File: src/rtl/reg_bank_wr_arbiter.sv
// Round-robin write arbiter for a 4-entry register bank.
// Three requesters issue bursts of 1-4 beats. The burst owner is never preempted.
module reg_bank_wr_arbiter (
    input  logic        clk,
    input  logic        rst,
    input  logic [2:0]  req,
    input  logic [5:0]  req_len,
    input  logic [5:0]  req_dr,
    input  logic [95:0] req_data,
    output logic [2:0]  ack,
    output logic        write,
    output logic [1:0]  dr,
    output logic [31:0] wrData,
    output logic [1:0]  gnt_id,
    output logic        busy
);

    localparam int unsigned NREQ = 3;
    localparam int unsigned DW   = 32;
    localparam int unsigned AW   = 2;
    localparam int unsigned LW   = 2;
    localparam int unsigned IDW  = 2;

    typedef enum logic {IDLE, BURST} state_e;

    state_e          state_q, state_d;
    logic [IDW-1:0]  rr_ptr_q, rr_ptr_d;
    logic [IDW-1:0]  owner_q, owner_d;
    logic [LW-1:0]   rem_q, rem_d;
    logic [AW-1:0]   addr_q, addr_d;
    logic            write_q, write_d;
    logic [AW-1:0]   dr_q, dr_d;
    logic [DW-1:0]   wr_data_q, wr_data_d;
    logic [IDW-1:0]  gnt_id_q, gnt_id_d;
    logic [NREQ-1:0] ack_c;

    logic [LW-1:0]   len_a  [NREQ];
    logic [AW-1:0]   dr_a   [NREQ];
    logic [DW-1:0]   data_a [NREQ];

    logic [IDW-1:0]  cand1, cand2, pick_id;
    logic            pick_vld;

    // Wrapping increment over the requester ids 0..NREQ-1
    function automatic logic [IDW-1:0] next_id(input logic [IDW-1:0] id);
        return (id == IDW'(NREQ - 1)) ? '0 : id + IDW'(1);
    endfunction

    always_comb begin
        for (int i = 0; i < NREQ; i++) begin
            len_a[i]  = req_len[LW*i +: LW];
            dr_a[i]   = req_dr[AW*i +: AW];
            data_a[i] = req_data[DW*i +: DW];
        end
    end

    // Round-robin pick: first requesting id starting from rr_ptr
    always_comb begin
        cand1    = next_id(rr_ptr_q);
        cand2    = next_id(cand1);
        pick_vld = 1'b1;
        pick_id  = rr_ptr_q;
        if (req[rr_ptr_q]) begin
            pick_id = rr_ptr_q;
        end else if (req[cand1]) begin
            pick_id = cand1;
        end else if (req[cand2]) begin
            pick_id = cand2;
        end else begin
            pick_vld = 1'b0;
        end
    end

    always_comb begin
        state_d   = state_q;
        rr_ptr_d  = rr_ptr_q;
        owner_d   = owner_q;
        rem_d     = rem_q;
        addr_d    = addr_q;
        write_d   = 1'b0;
        dr_d      = dr_q;
        wr_data_d = wr_data_q;
        gnt_id_d  = gnt_id_q;
        ack_c     = '0;

        case (state_q)
            IDLE: begin
                if (pick_vld) begin
                    ack_c     = NREQ'(1) << pick_id;
                    write_d   = 1'b1;
                    dr_d      = dr_a[pick_id];
                    wr_data_d = data_a[pick_id];
                    gnt_id_d  = pick_id;
                    owner_d   = pick_id;
                    if (len_a[pick_id] != '0) begin
                        state_d = BURST;
                        rem_d   = len_a[pick_id];
                        addr_d  = dr_a[pick_id] + AW'(1);
                    end else begin
                        rr_ptr_d = next_id(pick_id);
                    end
                end
            end
            BURST: begin
                // Owner deasserting req stalls the burst in place
                if (req[owner_q]) begin
                    ack_c     = NREQ'(1) << owner_q;
                    write_d   = 1'b1;
                    dr_d      = addr_q;
                    wr_data_d = data_a[owner_q];
                    gnt_id_d  = owner_q;
                    addr_d    = addr_q + AW'(1);
                    rem_d     = rem_q - LW'(1);
                    if (rem_q == LW'(1)) begin
                        state_d  = IDLE;
                        rr_ptr_d = next_id(owner_q);
                    end
                end
            end
            default: state_d = IDLE;
        endcase

        if (rst) begin
            ack_c = '0;
        end
    end

    always_ff @(posedge clk) begin
        if (rst) begin
            state_q   <= IDLE;
            rr_ptr_q  <= '0;
            owner_q   <= '0;
            rem_q     <= '0;
            addr_q    <= '0;
            write_q   <= 1'b0;
            dr_q      <= '0;
            wr_data_q <= '0;
            gnt_id_q  <= '0;
        end else begin
            state_q   <= state_d;
            rr_ptr_q  <= rr_ptr_d;
            owner_q   <= owner_d;
            rem_q     <= rem_d;
            addr_q    <= addr_d;
            write_q   <= write_d;
            dr_q      <= dr_d;
            wr_data_q <= wr_data_d;
            gnt_id_q  <= gnt_id_d;
        end
    end

    assign ack    = ack_c;
    assign write  = write_q;
    assign dr     = dr_q;
    assign wrData = wr_data_q;
    assign gnt_id = gnt_id_q;
    assign busy   = (state_q == BURST);

endmodule

File: config.mk
export PLATFORM = sky130hd
export DESIGN_NAME = reg_bank_wr_arbiter
export DESIGN_NICKNAME = d
export VERILOG_FILES = /design/src/rtl/reg_bank_wr_arbiter.sv
export SDC_FILE = /design/constraint.sdc
export NUM_CORES = 1
export LEC_CHECK = 0
export BUFFER_PORTS_ARGS = -buffer_cell sky130_fd_sc_hd__buf_2
export CAP_MARGIN = 20
export CORE_MARGIN = 5
export CORE_UTILIZATION = 40
export DETAILED_ROUTE_END_ITERATION = 7
export PLACE_DENSITY = 0.7
export SYNTH_ARGS = -nofsm -noshare
export SYNTH_HDL_FRONTEND = slang
export SYNTH_SLANG_ARGS = --single-unit
File: constraint.sdc
create_clock -name clk -period 4.15 [get_ports clk]
set_input_delay 0.83 -clock clk [delete_from_list [all_inputs] [get_ports clk]]
set_output_delay 0.83 -clock clk [all_outputs]
set_load 0.02 [all_outputs]
### Yosys cells after proc, flatten, opt, wreduce, memory -nomap -nowiden

Cells that the tools add are included.

* shift operators: 2
* equality and inequality tests: 10
* order comparisons: 6
* bitwise gates (word level): 3
* reductions and logical operators: 5
* $add $sub $neg: 7
* mux-type cells: 64

Operators with widths (count)
* 32-bit two-way mux: 6
* 32-bit binary-select mux with 2-bit select: 2
* 32-bit case mux with 2 select lines: 1
* 2-bit two-way mux: 25
* 2-bit case mux with 2 select lines: 5
* 1-bit two-way mux: 13
* 2-bit by 1-bit adder with 2-bit output (second input constant): 6
* 2-bit by 3-bit < comparator with 1-bit output (second input constant): 4
* 3-bit two-way mux: 3
* 1-bit binary-select mux with 2-bit select: 4
* 2-bit binary-select mux with 2-bit select: 2
* 2-bit == test (second input constant): 4
* 3-bit greater-or-equal comparator (second input constant): 2
* 2-bit != test (second input constant): 3
* 2-bit inverter with 3-bit output: 2
* 3-bit case mux with 2 select lines: 1
* 1-bit by 2-bit << shifter with 3-bit output (first input constant): 2
* 2-bit by 1-bit != test with 1-bit output (second input constant): 2
* 1-bit case mux with 2 select lines: 2
* 2-bit AND reduction: 2
* 4-bit AND reduction: 1
* 3-bit AND reduction: 1
* 2-bit by 1-bit == test with 1-bit output (second input constant): 1
* 2-bit nonzero test: 1
* other kinds (2): 2

* word-level logic and storage cells: 106
* output and inout port bits: 41
* flip-flop bits (word level): 46
* bits of input ports: 113

### Depth between registers and ports, before layout

Gate-level depths: netlist of the first run.

* word-level depth: 17
* depth in mapped cells: 9
* depth with buffers taken out: 7

### Worst setup path before layout of the first run

Ideal clock, no wire load.

* kind: input to output
* start point: input req[2]
* end point: output ack[0]
* arrival time: 2146 ps
* slack: 1174 ps
* stages: 7
* required time: 3320 ps
* path buffers: 1
* path through: nor2b_1 o21ai_0 nand2_1 buf_2 nor2_1 a22oi_1 nor2_1

* cells in the longest elaborated chain, start to end: 9
* elaborated cells between the ends (all ways): 19
* those cells by class: shift (1); mux (18)

RTL lines
* start: declaration: RTL line 6 `input logic [2:0] req,`
* 1-bit binary-select mux with 2-bit select: RTL line 67 `end else if (req[cand2]) begin`
* 1-bit two-way mux (not written as such): RTL line 67
* 2-bit two-way mux: RTL line 67
* 2-bit two-way mux: RTL line 65 `end else if (req[cand1]) begin`
* 2-bit two-way mux: RTL line 63 `if (req[rr_ptr_q]) begin`
* 1-bit by 2-bit << shifter with 3-bit output: RTL line 89 `ack_c = NREQ'(1) << pick_id;`
* 3-bit two-way mux: RTL line 88 `if (pick_vld) begin`
* 3-bit case mux with 2 select lines *: RTL line 86 `case (state_q)`
* 3-bit two-way mux *: RTL line 123 `if (rst) begin`
* end: declaration: RTL line 10 `output logic [2:0] ack,`

Every way passes the cells marked *; elsewhere a longest branch is shown, timed or not. The select of a mux whose other input is x is not followed.

### Worst setup path in the final report of the first run

* start point: input req[1]
* end point: output ack[0]

The elaborated chain is that of the path after synthesis.

==> results of run 1 <==
[sequential cells by signal (all words and copies together), names as in the netlist]
register  flops
gnt_id        2
busy          1
rr_ptr_q      2
write         1
rem_q         2
addr_q        2
dr            2
owner_q       2
wrData       32
[cell type report]
type | count | area (sq um)
multi-input combinational | 321 | 2230
timing repair buffer | 165 | 856
clock inverter | 1 | 30.0
inverter | 6 | 22.5
clock buffer | 7 | 76.3
tap | 105 | 131
sequential | 46 | 922
fill | 806 | 3860
[layer usage]
metal,global-route usage (%),share of wire [%]
met5,0,0
met2,36.8,48
met4,7.98,3.1
met3,4.84,8.0
met1,27.7,40
[logic make-up after synthesis]
kind of cell / share of synthesized area [%]
flip-flops: 27.8
multiplexers: 12.6
AO/OA/AOI/OAI: 37.6
AND/OR/NAND/NOR: 16.6
buffers and inverters: 5.09
adder cells (fa/ha/maj): 0.377
[power breakdown]
group          switching [mW]  internal, mW
clock network           0.148         0.180
registers              0.0787         0.551
logic                   0.641         0.424
total                   0.869          1.15
[how the worst min path moves through the flow]
stage	to	slack (ns)	cells after the start
floorplan	addr_q[0]$_SDFFE_PP0P_	0.44	2
global placement	gnt_id[1]$_SDFFE_PP0P_	0.43	1
detailed placement	wrData[5]$_SDFFE_PP0P_	0.44	2
CTS	wrData[5]$_SDFFE_PP0P_	0.45	2
global route	wrData[22]$_SDFFE_PP0P_	0.48	2
finish	wrData[5]$_SDFFE_PP0P_	0.45	2
[cells in the mapped netlist, types with 5 or more instances]
master / number
a22oi_1: 5
nor2b_1: 5
mux2i_1: 27
clkbuf_1: 30
nor2_1: 37
o21ai_0: 20
inv_1: 5
o211ai_1: 12
a221o_1: 19
a222oi_1: 18
a21oi_1: 29
a211oi_1: 25
dfxtp_1: 46
nand2_1: 53
nand3_1: 15
mux2_2: 13
[tightest hold or removal path: stages, from the launching register on]
cell     delay [ns]
dfxtp_1        0.31
nand2_1        0.05
a21oi_1        0.05
[stage by stage]
step	area, sq um	setup WS [ns]	total power, mW
CTS	4270	1.02	2.03
floorplan	3320	1.17	1.37
detailed placement	4160	0.961	1.70
finish	4270	1.00	2.02
global placement	4160	1.03	1.68
global route	4270	0.799	2.17
==> results by group, run 1 <==
Outcome
  – Status: complete, but fails checks
  – Failing checks: DRC

Place
  – Port bufs: 153
  – Placed cell count: 643
  – Routability cong.: 0.923
  – Hpwl dp: between 8000 and 9000 um

Synth
  – Register bit total from synthesis: 46
  – Cell count after synthesis: 409
  – Dominant cell type by area after synthesis: dfxtp_1
  – Primary FF master, synth: dfxtp_1
  – Post-synth top area share: 27.8%
  – Synth area leaders: dfxtp_1 (28%), mux2i_1 (8.1%), nand2_1 (6.0%)
  – Sequential area share after synthesis: 27.8%
  – Post-synth EDFFs: 0
  – Mean Syn Cell Area: 8.11 sq um
  – Ys async rst share: 0%
  – Syn nets: between 500 and 600
  – Synth warnings: 0
  – Cell area after synthesis: around 3300 sq um
  – Cell variety after synth: 54

Setup path
  – CP Buf/Inv Count: 3
  – WP depth: 9
  – CP Launch Type: input pin
  – CP peak stage delay: about 0.27 ns
  – Crit path top cell by count: nor2_1
  – CP Capture Type: output port
  – R2r setup slk: 1.30 ns
  – R2r endpoint: wrData[4]$_SDFFE_PP0P_
  – Worst path required time: 3.32 ns
  – CP startpoint: req[1]
  – Worst r2r src: rr_ptr_q[1]$_SDFFE_PP0P_
  – Setup CP Type: input pin to output port
  – Worst-path maximum fanout: 13
  – Crit path max-delay family: buffers and inverters
  – Crit path to: ack[0]
  – Slowest library cell on the worst path: nor2_1
  – Crit path cell chain: buf_2 -> nor2_1 -> o21ai_0 -> nand2_1 -> buf_4 -> nor2_1 -> a22oi_1 -> nor2_1 -> buf_2
  – Crit path DAT: 2.32 ns
  – Worst R2R Path Depth: 7

Final layout
  – Commonest cells after routing, fill and taps aside: buf_2 (153), nand2_1 (53), dfxtp_1 (45)
  – Area Overhead vs Synth: 28.7%
  – Final net count: about 660
  – Commonest non-fill, non-tap cell in the layout: buf_2
  – Utilization after layout: between 50% and 60%
  – Share of layout cells above drive strength 1: a little under two fifths
  – # diodes: 0
  – Final Non-Filler Cells: 651

STA
  – Tcrit/Tclk final: 75.9%
  – RSZ-0062 raised after global routing: no
  – # setup viols final: 0
  – Final slew viol count: 0
  – Relative slew slack: 53.3%
  – Worst-Margin Slew: about 0.7 ns
  – Final min period: 3.15 ns
  – Fin. Hold Viols: 0
  – Clock skew: approximately 0.0089 ns
  – Fin Setup TNS: 0 ns
  – Fmax: approximately 320 MHz
  – Hold Worst Slack: 0.454 ns

Die
  – Die X: 101 um
  – Core Box Area: 8130 sq um
  – Die Span Y: 101 um
  – IO Pins: 154
  – Initial Util: 40.8%
  – Row Count: 33
  – Die area: 10200 sq um

Clock network
  – Hold-fix buffers, CTS: 0
  – Clock sink count: 46
  – Clock Path Buffers: 2
  – Clk pin slew, worst setup/hold paths: 0.08 ns
  – TritonCTS clock tree: built
  – H-tree depth: 2
  – Post-CTS Setup Inserts: 0
  – Worst skew pair latency: around 0.30 ns
  – Clock buffer count from CTS: 5
  – Resize count post-CTS: 0
  – Clk root buf: clkbuf_8

Detailed routing
  – DR pass1 iterations: 8
  – Via Count: between 3k and 4k
  – DR vias/cell: 5.90
  – Antenna viol nets, final: 0
  – Total Routed Length: around 12000 um
  – DR WL/cell: about 18 um
  – DRC: 2
  – Detailed Route Iter0 Violations: 273

Power and ir drop
  – Leakage Power: 1.87 nW
  – VDD IR max: approximately 0.24 mV
  – Power per cell area: between 400 and 500 nW/um^2

Job
  – Max-cap violations: 0

Global routing
  – Pin count of the biggest net entering global routing: 35
  – GRT overflow: 0
  – Vias in the first global route: 3723
  – First-pass GRT wire length: between 15000 and 20000 um
  – GRT Total Usage: approximately 22%
  – Initial antenna violation count: 0

Hold path
  – HP Class: flip-flop to flip-flop
  – Hold_sp: wrData[5]$_SDFFE_PP0P_
Note: power is estimated with default switching activity, not from simulation.
==> inputs of run 2 (changes only) <==
==> constraint.sdc (replaced) <==
create_clock -name clk -period 3.1 [get_ports clk]
set_input_delay 0.62 -clock clk [delete_from_list [all_inputs] [get_ports clk]]
set_output_delay 0.62 -clock clk [all_outputs]
set_load 0.02 [all_outputs]
==> run 2 against run 1 <==
The run now ends clean. Sequential share of layout area decreased by 0.23 points. Global-route usage is 1.4 points higher. Sequential cell count unchanged. Clock skew is 0.0048 ns higher. Combinational power is 38% higher. Worst hold slack gained 0.00092 ns. Critical path type is now flip-flop to output port. Largest power group unchanged.
==> results by group, run 2 (same netlist as run 1, synthesis figures left out) <==
Clock network
  – Resize count post-CTS: 0 (unchanged)
  – TritonCTS clock tree: built
  – Clk root buf: clkbuf_8
  – Clk pin slew, worst setup/hold paths: 0.11 ns (+0.03 ns)
  – Post-CTS Setup Inserts: 0 (unchanged)
  – Worst skew pair latency: 0.31 ns (about the same)
  – Clock sink count: 46 (unchanged)
  – H-tree depth: 2 (unchanged)
  – Clock buffer count from CTS: 5 (unchanged)
  – Hold-fix buffers, CTS: 0 (unchanged)
  – Clock Path Buffers: 2 (unchanged)

Setup path
  – CP peak stage delay: 0.59 ns (+0.32 ns)
  – Worst-path maximum fanout: 12 (-1)
  – CP Launch Type: flip-flop
  – Crit path DAT: 2.20 ns (-0.12 ns)
  – CP Buf/Inv Count: 1 (-2)
  – Worst r2r src: rr_ptr_q[1]$_SDFFE_PP0P_
  – CP startpoint: rr_ptr_q[1]$_SDFFE_PP0P_
  – Slowest library cell on the worst path: dfxtp_1
  – CP Capture Type: output port
  – Setup CP Type: flip-flop to output port
  – Worst R2R Path Depth: 7 (unchanged)
  – R2r endpoint: rem_q[0]$_SDFFE_PP0P_
  – WP depth: 6 (-3)
  – Worst path required time: 2.48 ns (-0.84 ns)
  – Crit path to: ack[0]
  – R2r setup slk: 0.49 ns (-0.81 ns)
  – Crit path cell chain: and2b_1 -> a32oi_4 -> and2_1 -> a22oi_1 -> nor2_1 -> buf_2
  – Crit path max-delay family: simple AND/OR/NAND/NOR gates

STA
  – Clock skew: 0.0137 ns (+0.00479 ns)
  – Tcrit/Tclk final: slightly above 90%
  – Worst-Margin Slew: 0.553 ns (-0.144 ns)
  – Fmax: 354 MHz
  – # setup viols final: 0 (unchanged)
  – Fin. Hold Viols: 0 (unchanged)
  – Final min period: 2.82 ns
  – RSZ-0062 raised after global routing: no
  – Fin Setup TNS: 0 ns (unchanged)
  – Final slew viol count: 0 (unchanged)
  – Relative slew slack: 63.1% (+9.8 points)

Global routing
  – Pin count of the biggest net entering global routing: 35 (unchanged)
  – Vias in the first global route: 4003 (+7.5%)
  – GRT overflow: 0 (unchanged)
  – GRT Total Usage: 23.4% (+1.4 points)
  – First-pass GRT wire length: 19500 um (+6.3%)
  – Initial antenna violation count: 0 (unchanged)

Place
  – Port bufs: 153 (unchanged)
  – Hpwl dp: 9060 um (+5.1%)
  – Post-DP Area: 4220 sq um (+1.4%)
  – Routability cong.: 0.938 (+1.7%)

Die
  – Core Box Area: 8130 sq um (unchanged)
  – Row Count: 33 (unchanged)
  – Die Span Y: 101 um (unchanged)
  – Initial Util: 40.8% (unchanged)
  – Die X: 101 um (unchanged)
  – IO Pins: 154 (unchanged)
  – Die area: 10200 sq um (unchanged)

Final layout
  – Final net count: 667 (+1.2%)
  – Share of layout cells above drive strength 1: 38.4% (+1.3 points)
  – Commonest cells after routing, fill and taps aside: buf_2 (153), nand2_1 (53), dfxtp_1 (45)
  – Final Instance Area: 4320 sq um (+1.1%)
  – Largest register FFs: 32 (unchanged)
  – # diodes: 0 (unchanged)
  – Fill count: 770 (-4.5%)
  – Area Overhead vs Synth: 30.1%
  – Commonest non-fill, non-tap cell in the layout: buf_2

Hold path
  – HP Class: flip-flop to flip-flop
  – Hold path cells: 2 (unchanged)
  – Hold_sp: wrData[5]$_SDFFE_PP0P_

Power and ir drop
  – VDD IR max: 0.259 mV (+7.5%)
  – Sw Share: 45.0% (+2.1 points)
  – Pint: 1.49 mW (+29%)
  – Leakage Power: 1.90 nW (+1.5%)
  – Flop pwr share: 30.7% (-0.4 points)
  – Comb pwr share: 54.6% (+1.9 points)
  – Final Power: 2.72 mW (+34%)
  – Clk network pwr share: 14.7% (-1.6 points)
  – Switch Pwr: 1.22 mW (+41%)
  – Power per cell area: 629 nW/um^2 (+33%)

Detailed routing
  – Total Routed Length: 12200 um (+5.0%)
  – Antenna viol nets, final: 0 (unchanged)
  – DR WL/cell: 18.5 um (+3.7%)
  – DR vias/cell: 5.95 (+0.76%)
  – DR pass1 iterations: 7 (-1)
  – Detailed Route Iter0 Violations: 367 (+34%)
  – Via Count: 3921 (+2.0%)
  – DRC: 0 (-2)

Outcome
  – Status: complete, no violations

Job
  – Max-cap violations: 0 (unchanged)
[run 2: cell types whose count changed in the layout (fill, tap and decap cells not counted)]
cell and change:
clkbuf_1 -2, buf_4 +8, inv_6 +1, clkinvlp_4 +2
bufinv_16 -1
[run 2: final cells by class]
type	instances	area, sq um	area share [%]
Clock buffer	5	68.8	1.59
Clock inverter	3	23.8	0.551
Inverter	6	22.5	0.522
Multi-Input combinational cell	321	2230	51.7
Sequential cell	46	922	21.4
Tap cell	105	131	3.04
Timing Repair Buffer	173	916	21.2
[run 2: tightest hold or removal path: stages (launching register included)]
cell	delay [ns]
dfxtp_1	0.32
nand2_1	0.05
a21oi_1	0.05
[run 2: how the worst min path moves through the flow]
stage / slack [ns] / endpoint
final: 0.45 / wrData[5]$_SDFFE_PP0P_
after global routing: 0.48 / wrData[5]$_SDFFE_PP0P_
after CTS: 0.46 / wrData[5]$_SDFFE_PP0P_
after detailed placement: 0.44 / wrData[5]$_SDFFE_PP0P_
after global placement: 0.43 / gnt_id[1]$_SDFFE_PP0P_
after floorplan: 0.44 / addr_q[0]$_SDFFE_PP0P_
[run 2: layer usage]
layer	GRT usage, %	part of all wire, %
met1	27.9	39
met2	40.9	51
met3	5.05	7.6
met4	8.79	2.3
met5	0	0
[run 2: power by group through the flow]
stage	clock, mW	combinational [mW]	sequential [mW]
2_1_floorplan	0	0.870	0.967
4_1_cts	0.409	1.48	0.832
3_3_place_gp	0	1.45	0.843
5_1_grt	0.437	1.61	0.852
3_5_place_dp	0	1.48	0.843
6_report	0.399	1.48	0.834
[run 2: stage by stage]
stage	setup WS [ns]	utilization (%)	hold WS, ns	std cells
after floorplan	0.544	-	0.444	409
after global placement	0.488	51.9	0.431	651
after detailed placement	0.407	51.9	0.443	651
after CTS	0.316	53.1	0.456	659
after global routing	0.128	53.1	0.477	659
final	0.276	53.1	0.455	659
